## src/rtl/ervp_valid_once_generator_if.sv

```systemverilog
// Level-to-pulse handshake bundle: producer level in, ack back, pulse out.
// Latency: none, wires only.
// Backpressure: none; the producer holds valid_extended until invalidate returns.
interface ervp_valid_once_generator_if;
  logic valid_extended;
  logic invalidate;
  logic valid_once;

  modport master (
    output valid_extended,
    input  invalidate,
    input  valid_once
  );

  modport slave (
    input  valid_extended,
    output invalidate,
    output valid_once
  );
endinterface

```

## src/rtl/ervp_valid_once_generator.sv

```systemverilog
// Turns a level-held valid into one single-cycle valid_once pulse plus a one-cycle invalidate.
// Latency: pulse 1 cycle after the level is sampled high with enable; re-arm after release/gap.
// Backpressure: none downstream; producer is held off by busy/invalidate. Option ERVP_VALID_ONCE_GENERATOR_TIMEOUT_EN.
module ervp_valid_once_generator #(
  parameter int unsigned GAP_CYCLES       = 0,
  parameter bit          REQUIRE_DEASSERT = 1'b1,
  parameter int unsigned COUNT_WIDTH      = 8,
  parameter int unsigned TIMEOUT_CYCLES   = 16
) (
  input  logic                        clk,
  input  logic                        rst,
  input  logic                        clear,
  input  logic                        enable,
  ervp_valid_once_generator_if.slave  handshake,
  output logic                        busy,
  output logic [COUNT_WIDTH-1:0]      fire_count,
  output logic                        timeout_error
);

  typedef enum logic [1:0] {IDLE, FIRE, RELEASE, GAP} state_t;

  localparam int unsigned GAP_W = (GAP_CYCLES > 0) ? $clog2(GAP_CYCLES + 1) : 1;
  localparam logic [GAP_W-1:0] GAP_LOAD = GAP_W'(GAP_CYCLES);
  localparam state_t AFTER_RELEASE = (GAP_CYCLES > 0) ? GAP : IDLE;
  localparam state_t AFTER_FIRE    = REQUIRE_DEASSERT ? RELEASE : AFTER_RELEASE;

  state_t           state, state_next;
  logic [GAP_W-1:0] gap_cnt, gap_next;
  logic             valid_once_q, invalidate_q;

`ifdef ERVP_VALID_ONCE_GENERATOR_TIMEOUT_EN
  localparam int unsigned TMO_W = $clog2(TIMEOUT_CYCLES + 1);
  localparam logic [TMO_W-1:0] TMO_LAST = TMO_W'(TIMEOUT_CYCLES - 1);
  logic [TMO_W-1:0] rel_cnt, rel_next;
  logic             timeout_hit;
`endif

  always_comb begin
    state_next = state;
    gap_next   = gap_cnt;
`ifdef ERVP_VALID_ONCE_GENERATOR_TIMEOUT_EN
    rel_next    = rel_cnt;
    timeout_hit = 1'b0;
`endif
    case (state)
      IDLE: begin
        if (enable && handshake.valid_extended) state_next = FIRE;
      end
      FIRE: begin
        state_next = AFTER_FIRE;
`ifdef ERVP_VALID_ONCE_GENERATOR_TIMEOUT_EN
        rel_next = '0;
`endif
      end
      RELEASE: begin
        if (!handshake.valid_extended) begin
          state_next = AFTER_RELEASE;
        end
`ifdef ERVP_VALID_ONCE_GENERATOR_TIMEOUT_EN
        // A stuck level is treated as if it had dropped, but flagged.
        else if (rel_cnt == TMO_LAST) begin
          timeout_hit = 1'b1;
          state_next  = AFTER_RELEASE;
        end else begin
          rel_next = rel_cnt + TMO_W'(1);
        end
`endif
      end
      GAP: begin
        gap_next = gap_cnt - GAP_W'(1);
        if (gap_cnt <= GAP_W'(1)) state_next = IDLE;
      end
      default: state_next = IDLE;
    endcase

    if (state_next == GAP && state != GAP) gap_next = GAP_LOAD;

    if (clear) begin
      state_next = IDLE;
      gap_next   = '0;
`ifdef ERVP_VALID_ONCE_GENERATOR_TIMEOUT_EN
      rel_next    = '0;
      timeout_hit = 1'b0;
`endif
    end
  end

  // Outputs are decoded from state_next so they appear registered alongside the state.
  always_ff @(posedge clk or posedge rst) begin
    if (rst) begin
      state        <= IDLE;
      gap_cnt      <= '0;
      valid_once_q <= 1'b0;
      invalidate_q <= 1'b0;
      busy         <= 1'b0;
      fire_count   <= '0;
    end else begin
      state        <= state_next;
      gap_cnt      <= gap_next;
      valid_once_q <= (state_next == FIRE);
      invalidate_q <= (state_next == FIRE);
      busy         <= (state_next != IDLE);
      if (clear) begin
        fire_count <= '0;
      end else if (state_next == FIRE && fire_count != '1) begin
        fire_count <= fire_count + COUNT_WIDTH'(1);
      end
    end
  end

`ifdef ERVP_VALID_ONCE_GENERATOR_TIMEOUT_EN
  always_ff @(posedge clk or posedge rst) begin
    if (rst) begin
      rel_cnt       <= '0;
      timeout_error <= 1'b0;
    end else begin
      rel_cnt <= rel_next;
      if (clear)            timeout_error <= 1'b0;
      else if (timeout_hit) timeout_error <= 1'b1;
    end
  end
`else
  assign timeout_error = 1'b0;
`endif

  assign handshake.valid_once = valid_once_q;
  assign handshake.invalidate = invalidate_q;

endmodule

```

## src/flat_wrapper.sv

```systemverilog
// flat-port wrapper written by rule: the top's interface ports become plain ports
module ervp_valid_once_generator_flat 
#(
  parameter int unsigned GAP_CYCLES       = 0,
  parameter bit          REQUIRE_DEASSERT = 1'b1,
  parameter int unsigned COUNT_WIDTH      = 8,
  parameter int unsigned TIMEOUT_CYCLES   = 16
)
  (clk, rst, clear, enable, busy, fire_count, timeout_error, handshake_valid_extended, handshake_invalidate, handshake_valid_once);
  ervp_valid_once_generator_if handshake_i ();
  input  logic clk;
  input  logic rst;
  input  logic clear;
  input  logic enable;
  output logic busy;
  output logic [COUNT_WIDTH-1:0] fire_count;
  output logic timeout_error;
  input wire logic [$bits(handshake_i.valid_extended)-1:0] handshake_valid_extended;
  output wire logic [$bits(handshake_i.invalidate)-1:0] handshake_invalidate;
  output wire logic [$bits(handshake_i.valid_once)-1:0] handshake_valid_once;
  assign handshake_i.valid_extended = handshake_valid_extended;
  assign handshake_invalidate = handshake_i.invalidate;
  assign handshake_valid_once = handshake_i.valid_once;
  ervp_valid_once_generator #(.GAP_CYCLES(GAP_CYCLES), .REQUIRE_DEASSERT(REQUIRE_DEASSERT), .COUNT_WIDTH(COUNT_WIDTH), .TIMEOUT_CYCLES(TIMEOUT_CYCLES)) u_core (.clk(clk), .rst(rst), .clear(clear), .enable(enable), .handshake(handshake_i), .busy(busy), .fire_count(fire_count), .timeout_error(timeout_error));
endmodule
```

## config.mk

```make
export PLATFORM = sky130hd
export DESIGN_NAME = ervp_valid_once_generator_flat
export DESIGN_NICKNAME = d
export VERILOG_FILES = /design/src/rtl/ervp_valid_once_generator_if.sv /design/src/rtl/ervp_valid_once_generator.sv /design/src/flat_wrapper.sv
export SDC_FILE = /design/constraint.sdc
export NUM_CORES = 1
export LEC_CHECK = 0
export BUFFER_PORTS_ARGS = -buffer_cell sky130_fd_sc_hd__buf_2
export CAP_MARGIN = 20
export CORE_ASPECT_RATIO = 0.9
export CORE_MARGIN = 5
export CORE_UTILIZATION = 44
export CTS_CLUSTER_SIZE = 12
export DETAILED_ROUTE_END_ITERATION = 6
export MAX_ROUTING_LAYER = met4
export PLACE_DENSITY = 0.69
export SYNTH_ARGS = -nofsm -noshare
export SYNTH_HDL_FRONTEND = slang
export SYNTH_SLANG_ARGS = --single-unit
export TNS_END_PERCENT = 50
```

## constraint.sdc

```tcl
create_clock -name clk -period 1.3 [get_ports clk]
set_input_delay 0.065 -clock clk [delete_from_list [all_inputs] [get_ports clk]]
set_output_delay 0.065 -clock clk [all_outputs]
set_load 0.1 [all_outputs]
```

==> summary.md, run 1 <==
| Metric | Value |
|---|---|
| Outcome | finished with violations |
| Failing checks | setup timing |
| Pins Over Slew Limit | 0 |
| Die Width | between 50 and 60 um |
| Grt ovf | 0 |
| Ports | 17 |
| HP Start | clear |
| Core Area | between 1000 and 1500 um2 |
| Setup TNS | -646 ps |
| Leak pwr | approximately 0.43 nW |
| Largest net degree at the start of global routing | 13 |
| Drt drc | 0 |
| Most frequent cells in the layout | buf_4, buf_2, nor2_1, clkbuf_4, dfrtp_2 |
| IO Port Bufs | 15 |
| Root buffer cell | clkbuf_4 |
| Final hold viol count | 0 |
| CP startpoint kind | register |
| Most common cell after layout, fill and taps aside | buf_4 |
| Reg2Reg Depth | 6 |
| Layout cell share with drive strength beyond 1 | a little over half |
| Num rows | 13 |
| CTS tree | yes |
| Clk_skew | just over 2 ps |
| CP Capture Type | register |
| Placed Cells | 98 |
| CTS buffer count | 3 |
| Total GRT Usage | between 10% and 20% |
| Area Overhead vs Synth | 41.8% |
| Syn Area/Cell | 10.7 um2 |
| Kind of critical path | register to register |
| Worst Path Max Fanout | 5 |
| WL/cell | ~14 um |
| Final setup viols | 8 |
| Routed vias | about 580 |
| Initial core utilization | 45.4% |
| Gpl congestion | 0.872 |
| CTS sink count | 12 |
| ANT nets after route | 0 |
| Max VDD drop | approximately 640 uV |
| Total wire length | 1.48 mm |
| Final std cell area, no fill | 912 um2 |
| Start of the worst register-to-register path | u_core.fire_count[1] |
| Diodes inserted | 0 |
| Height of the die | 46.3 um |
| Maxcap violations | 0 |
| Tot Pwr | roughly 780 uW |
| Ys Warns | 0 |
| Reg2reg setup slack | -110 ps |
| Worst-path clk slew | about 70 ps |
| #FFs+latches synth | 12 |
| Power Density | 857 nW/um2 |
| Final design utilization | approximately 64% |
| DP Area | between 800 and 900 um2 |
| Nets | a little under 100 |
| Starting DRT DRC Count | 16 |
| Tmin final | about 1400 ps |
| CP required | 1460 ps |
| Worst Setup SP | u_core.fire_count[1] |
| CP arrival | around 1600 ps |
| Seq/Total Area, Yosys | a little under half |
| Syn Std Cell Area | 643 um2 |
| Hold/Removal Path Class | input port to register |
| Mapped Cells | 60 |
| Vias in the first global route | ~580 |
| FMAX | 707 MHz |
| H-tree lvl count | 1 |
| Initial antenna violation count | 0 |
| RSZ-0062 raised after global routing | true |
| Hold Crit Depth | 2 |
| Skew-Pair Late Insertion Delay | roughly 270 ps |
| Maximum root-to-sink buffer count | 2 |
| Full die area | approximately 2300 um2 |
| Dpl hpwl | 1.15 mm |
| Hold Path End | u_core.fire_count[3] |
| Post-Synthesis Net Count | 66 |
| Tcrit/Tclk final | 109% |
| Drt pass-1 iters | 4 |
| Global-route wire length before repair | 2.66 mm |
| Netlist cell types | 28 |
| Via density | 5.57 |
| Reg2reg end | u_core.fire_count[0] |
| Final Instance Count excl. Fillers | 104 |
| PnR worst setup slack | -114 ps |
-- critical path, stage by stage, from the launching register on --
cell	delay [ps]
dfrtp_4	430
ha_4	130
nand4_1	180
buf_4	210
o21ai_2	130
xor2_1	150
nor2_1	70
-- through the flow --
stage	setup slack, ps	hold WS, ps
3_5_place_dp	-141	110
6_report	-114	35.2
2_1_floorplan	-281	-70.6
4_1_cts	-121	30.3
3_3_place_gp	-108	105
5_1_grt	-279	24.5
-- power breakdown --
group,switching [mW],internal [mW]
logic,0.119,0.0496
clock network,0.114,0.107
registers,0.00749,0.385
total,0.240,0.542
-- metal layers --
layer | routed length, um | global-route usage (%) | share of wire [%] | vias up
met1 | 647 | 20.5 | 44 | 280
met3 | 81 | 2.27 | 5.5 | 4
met2 | 723 | 23.6 | 49 | 18
li1 | - | - | - | 277
met4 | 27 | 10.7 | 1.8 | 0
met5 | 0 | - | 0 | -
-- cell families after synthesis --
kind of cell               after synthesis  synth area share [%]
and+or+nand+nor                         23                  22.2
xor gates and xnor gates                 4                  5.45
muxes                                    1                  1.56
AOI/OAI and AO/OA                       11                  13.0
DFF                                     12                  46.7
adders and majority gates                1                  1.95
other                                    1                 0.583
buffers and inverters                    7                  8.56
-- synth_stat cells (all sizes together) --
cell | instances | share of area [%]
and4b | 1 | 1.6
o2111ai | 2 | 2.7
o41ai | 2 | 2.7
nand4bb | 1 | 1.8
nand4 | 1 | 0.97
nor3 | 1 | 0.78
a31oi | 1 | 0.97
nand2b | 2 | 1.9
inv | 3 | 1.8
nand3 | 3 | 2.3
nand3b | 2 | 2.3
conb | 1 | 0.58
nor2 | 6 | 3.5
mux2i | 1 | 1.6
a21oi | 1 | 0.78
bufinv | 1 | 2.7
and2 | 1 | 0.97
o211ai | 2 | 2.3
nand2 | 4 | 3.5
o21ai | 1 | 0.78
o311ai | 2 | 2.7
and4bb | 1 | 2.5
xor2 | 4 | 5.4
buf | 3 | 4.1
dfrtp | 12 | 47
ha | 1 | 1.9
-- worst max-delay path by stage --
| stage | endpoint | slack [ps] | depth (start not counted) |
|---|---|---|---|
| after floorplan | u_core.fire_count[2] | -280 | 5 |
| after global routing | u_core.fire_count[7] | -280 | 5 |
| final | u_core.fire_count[0] | -110 | 6 |
| after global placement | u_core.fire_count[4] | -110 | 5 |
| after CTS | u_core.fire_count[4] | -120 | 5 |
| after detailed placement | u_core.fire_count[4] | -140 | 5 |
-- flip-flops by register name, summed over array words and instances, names as in the netlist --
name	cells
u_core.fire_count	8
u_core.handshake.valid_once	1
u_core.busy	1
u_core.state	2
-- what timing repair did --
action                                 CTS  global route
endpoints found under the hold margin   12             0
pin swaps                                1             2
buffers inserted                         1             1
setup endpoints to repair                5            10
hold buffers                             1             0
gates resized for setup                  0             5
-- layout make-up --
cell class	instances	area, um2
tap	15	18.8
fill	114	503
inverter	4	28.8
sequential	12	318
timing repair buffer	29	203
clock buffer	3	22.5
multi-input combinational	41	322
Note: power is estimated with default switching activity, not from simulation.
==> run 2, diff against run 1 <==
--- a/config.mk
+++ b/config.mk
@@ -9,11 +9,11 @@
 export CAP_MARGIN = 20
 export CORE_ASPECT_RATIO = 0.9
 export CORE_MARGIN = 5
-export CORE_UTILIZATION = 44
+export CORE_UTILIZATION = 40
 export CTS_CLUSTER_SIZE = 12
 export DETAILED_ROUTE_END_ITERATION = 6
 export MAX_ROUTING_LAYER = met4
-export PLACE_DENSITY = 0.69
+export PLACE_DENSITY = 0.64
 export SYNTH_ARGS = -nofsm -noshare
 export SYNTH_HDL_FRONTEND = slang
 export SYNTH_SLANG_ARGS = --single-unit
==> summary.md, run 2 (synthesis results as in run 1) <==
| Metric | Value |
|---|---|
| Largest net degree at the start of global routing | 13 (unchanged) |
| Grt ovf | 0 (unchanged) |
| Max VDD drop | 764 uV (+20%) |
| Diodes inserted | 0 (unchanged) |
| Global-route wire length before repair | 2.50 mm (-6.0%) |
| Storage element area | 318 um2 (unchanged) |
| Layout cell share with drive strength beyond 1 | 50.0% (-2.8 points) |
| Tcrit/Tclk final | 109% (+0.35 points) |
| Gpl congestion | 0.826 (-5.3%) |
| Top delay family on crit path | flip-flops |
| Vias in the first global route | 547 (-6.0%) |
| Initial core utilization | 43.4% (-2.0 points) |
| Pins Over Slew Limit | 0 (unchanged) |
| Critical-path top delay cell | dfrtp_4 |
| CP startpoint kind | register |
| Ports | 17 (unchanged) |
| Dpl hpwl | 1.13 mm (-1.6%) |
| PnR worst setup slack | -118 ps (-4.54 ps) |
| Routed vias | 582 (+0.52%) |
| Drt pass-1 iters | 4 (unchanged) |
| CTS tree | yes |
| # fillers | 127 (+11%) |
| Most flops, register | u_core.fire_count |
| Num rows | 13 (unchanged) |
| Height of the die | 48.0 um (+3.8%) |
| Root buffer cell | clkbuf_4 |
| Via density | 5.20 (-6.7%) |
| ANT nets after route | 0 (unchanged) |
| Placed Cells | 105 (+7.1%) |
| CTS sink count | 12 (unchanged) |
| Clk_skew | 7.98 ps (+5.94 ps) |
| Starting DRT DRC Count | 8 (-8) |
| CP Capture Type | register |
| Kind of critical path | register to register |
| WP buf/inv | 0 (-1) |
| Drt drc | 0 (unchanged) |
| Power Density | 946 nW/um2 (+10%) |
| Initial antenna violation count | 0 (unchanged) |
| H-tree lvl count | 1 (unchanged) |
| Leak pwr | 0.439 nW (+1.4%) |
| Full die area | 2510 um2 (+7.9%) |
| Maximum root-to-sink buffer count | 2 (unchanged) |
| Hold/Removal Path Class | input port to register |
| FMAX | 705 MHz (-0.32%) |
| Multi-input gate area | 303 um2 (-5.8%) |
| CP arrival | 1570 ps (about the same) |
| Tot Pwr | 866 uW (+11%) |
| Total GRT Usage | 14.2% (-1.8 points) |
| Final Instance Count excl. Fillers | 112 (+7.7%) |
| Most common cell after layout, fill and taps aside | buf_4 |
| Failing checks | setup timing |
| HP Start | clear |
| CTS buffer count | 3 (unchanged) |
| Max FFs per register | 8 (unchanged) |
| Outcome | finished with violations |
| CP required | 1450 ps (about the same) |
| Setup TNS | -571 ps (+74.9 ps) |
| WL/cell | 13.3 um (-6.5%) |
| Worst-path cell chain | ha_4, nand4_1, nor2_2, o311ai_1, o41ai_1 |
| Worst-path clk slew | 80 ps (about the same) |
| Start of the worst register-to-register path | u_core.fire_count[1] |
| RSZ-0062 raised after global routing | true |
| Most frequent cells in the layout | buf_4, buf_2, nor2_1, dfrtp_2 |
| Final setup viols | 8 (unchanged) |
| Worst Path Max Fanout | 5 (unchanged) |
| Largest registers | u_core.fire_count: 8 flops, u_core.state: 2 flops |
| Final design utilization | 61.9% (-2.6 points) |
| Core Area | 1480 um2 (+4.6%) |
| Nets | 97 (unchanged) |
| Total wire length | 1.49 mm (+0.74%) |
| Final hold viol count | 0 (unchanged) |
| Die Width | 52.3 um (+3.9%) |
| Maxcap violations | 0 (unchanged) |
| Max stage delay on crit path | 500 ps (+70 ps) |
| Worst Setup SP | u_core.fire_count[1] |
| Tmin final | 1420 ps (+4.54 ps) |
| Area Overhead vs Synth | 42.4% |
| IO Port Bufs | 15 (unchanged) |
| Skew-Pair Late Insertion Delay | 280 ps (about the same) |
## run 2: changes by cell type in the layout (fill, tap and decap cells not counted), sizes merged
cell,delta
buf,+1
## run 2: repair_timing
item                       CTS  global route
pin swaps                    6             2
hold buffers                 1             0
setup endpoints to repair    8            10
buffers inserted             2             0
hold endpoints to repair    12             0
resized for setup            1             1
## run 2: routing by layer
| layer | vias to the layer above | GRT usage, % | share of wire (%) |
|---|---|---|---|
| met5 | - | - | 0 |
| met4 | 0 | 1.53 | 0 |
| met3 | 0 | 5.61 | 6.7 |
| met2 | 18 | 21.8 | 46 |
| met1 | 288 | 18.4 | 47 |
| li1 | 276 | - | - |
## run 2: cell type report
cell class / count / area share [%]
multi-input cells: 41 / 33.1
clock buffers: 4 / 3.96
flip-flops and latches: 12 / 34.7
inverters: 4 / 3.14
repair buffers: 29 / 22.1
well taps: 22 / 3.01
## run 2: power breakdown
part	internal, mW	switching, mW	total (mW)	leakage (nW)
Combinational	0.0523	0.120	0.172	0.267
Sequential	0.385	0.00687	0.392	0.151
Clock	0.170	0.132	0.302	0.0210
Total	0.608	0.259	0.866	0.439
## run 2: worst paths after layout
kind,endpoint,slack [ps],cells after the start
max,u_core.fire_count[4],-120,5
min,u_core.fire_count[0],7,2
max reg2reg,u_core.fire_count[4],-120,5
min reg2reg,u_core.fire_count[4],510,1
max in group asynchronous,u_core.fire_count[3],580,3
min in group asynchronous,u_core.handshake.valid_once,350,3
## run 2: metrics by stage
step | setup slack (ps) | hold slack [ps] | area [um2]
global placement | -96.7 | 99.9 | 850
floorplan | -281 | -70.6 | 676
detailed placement | -131 | 104 | 850
finish | -118 | 7.04 | 916
CTS | -118 | 1.67 | 913
global route | -192 | 1.76 | 916
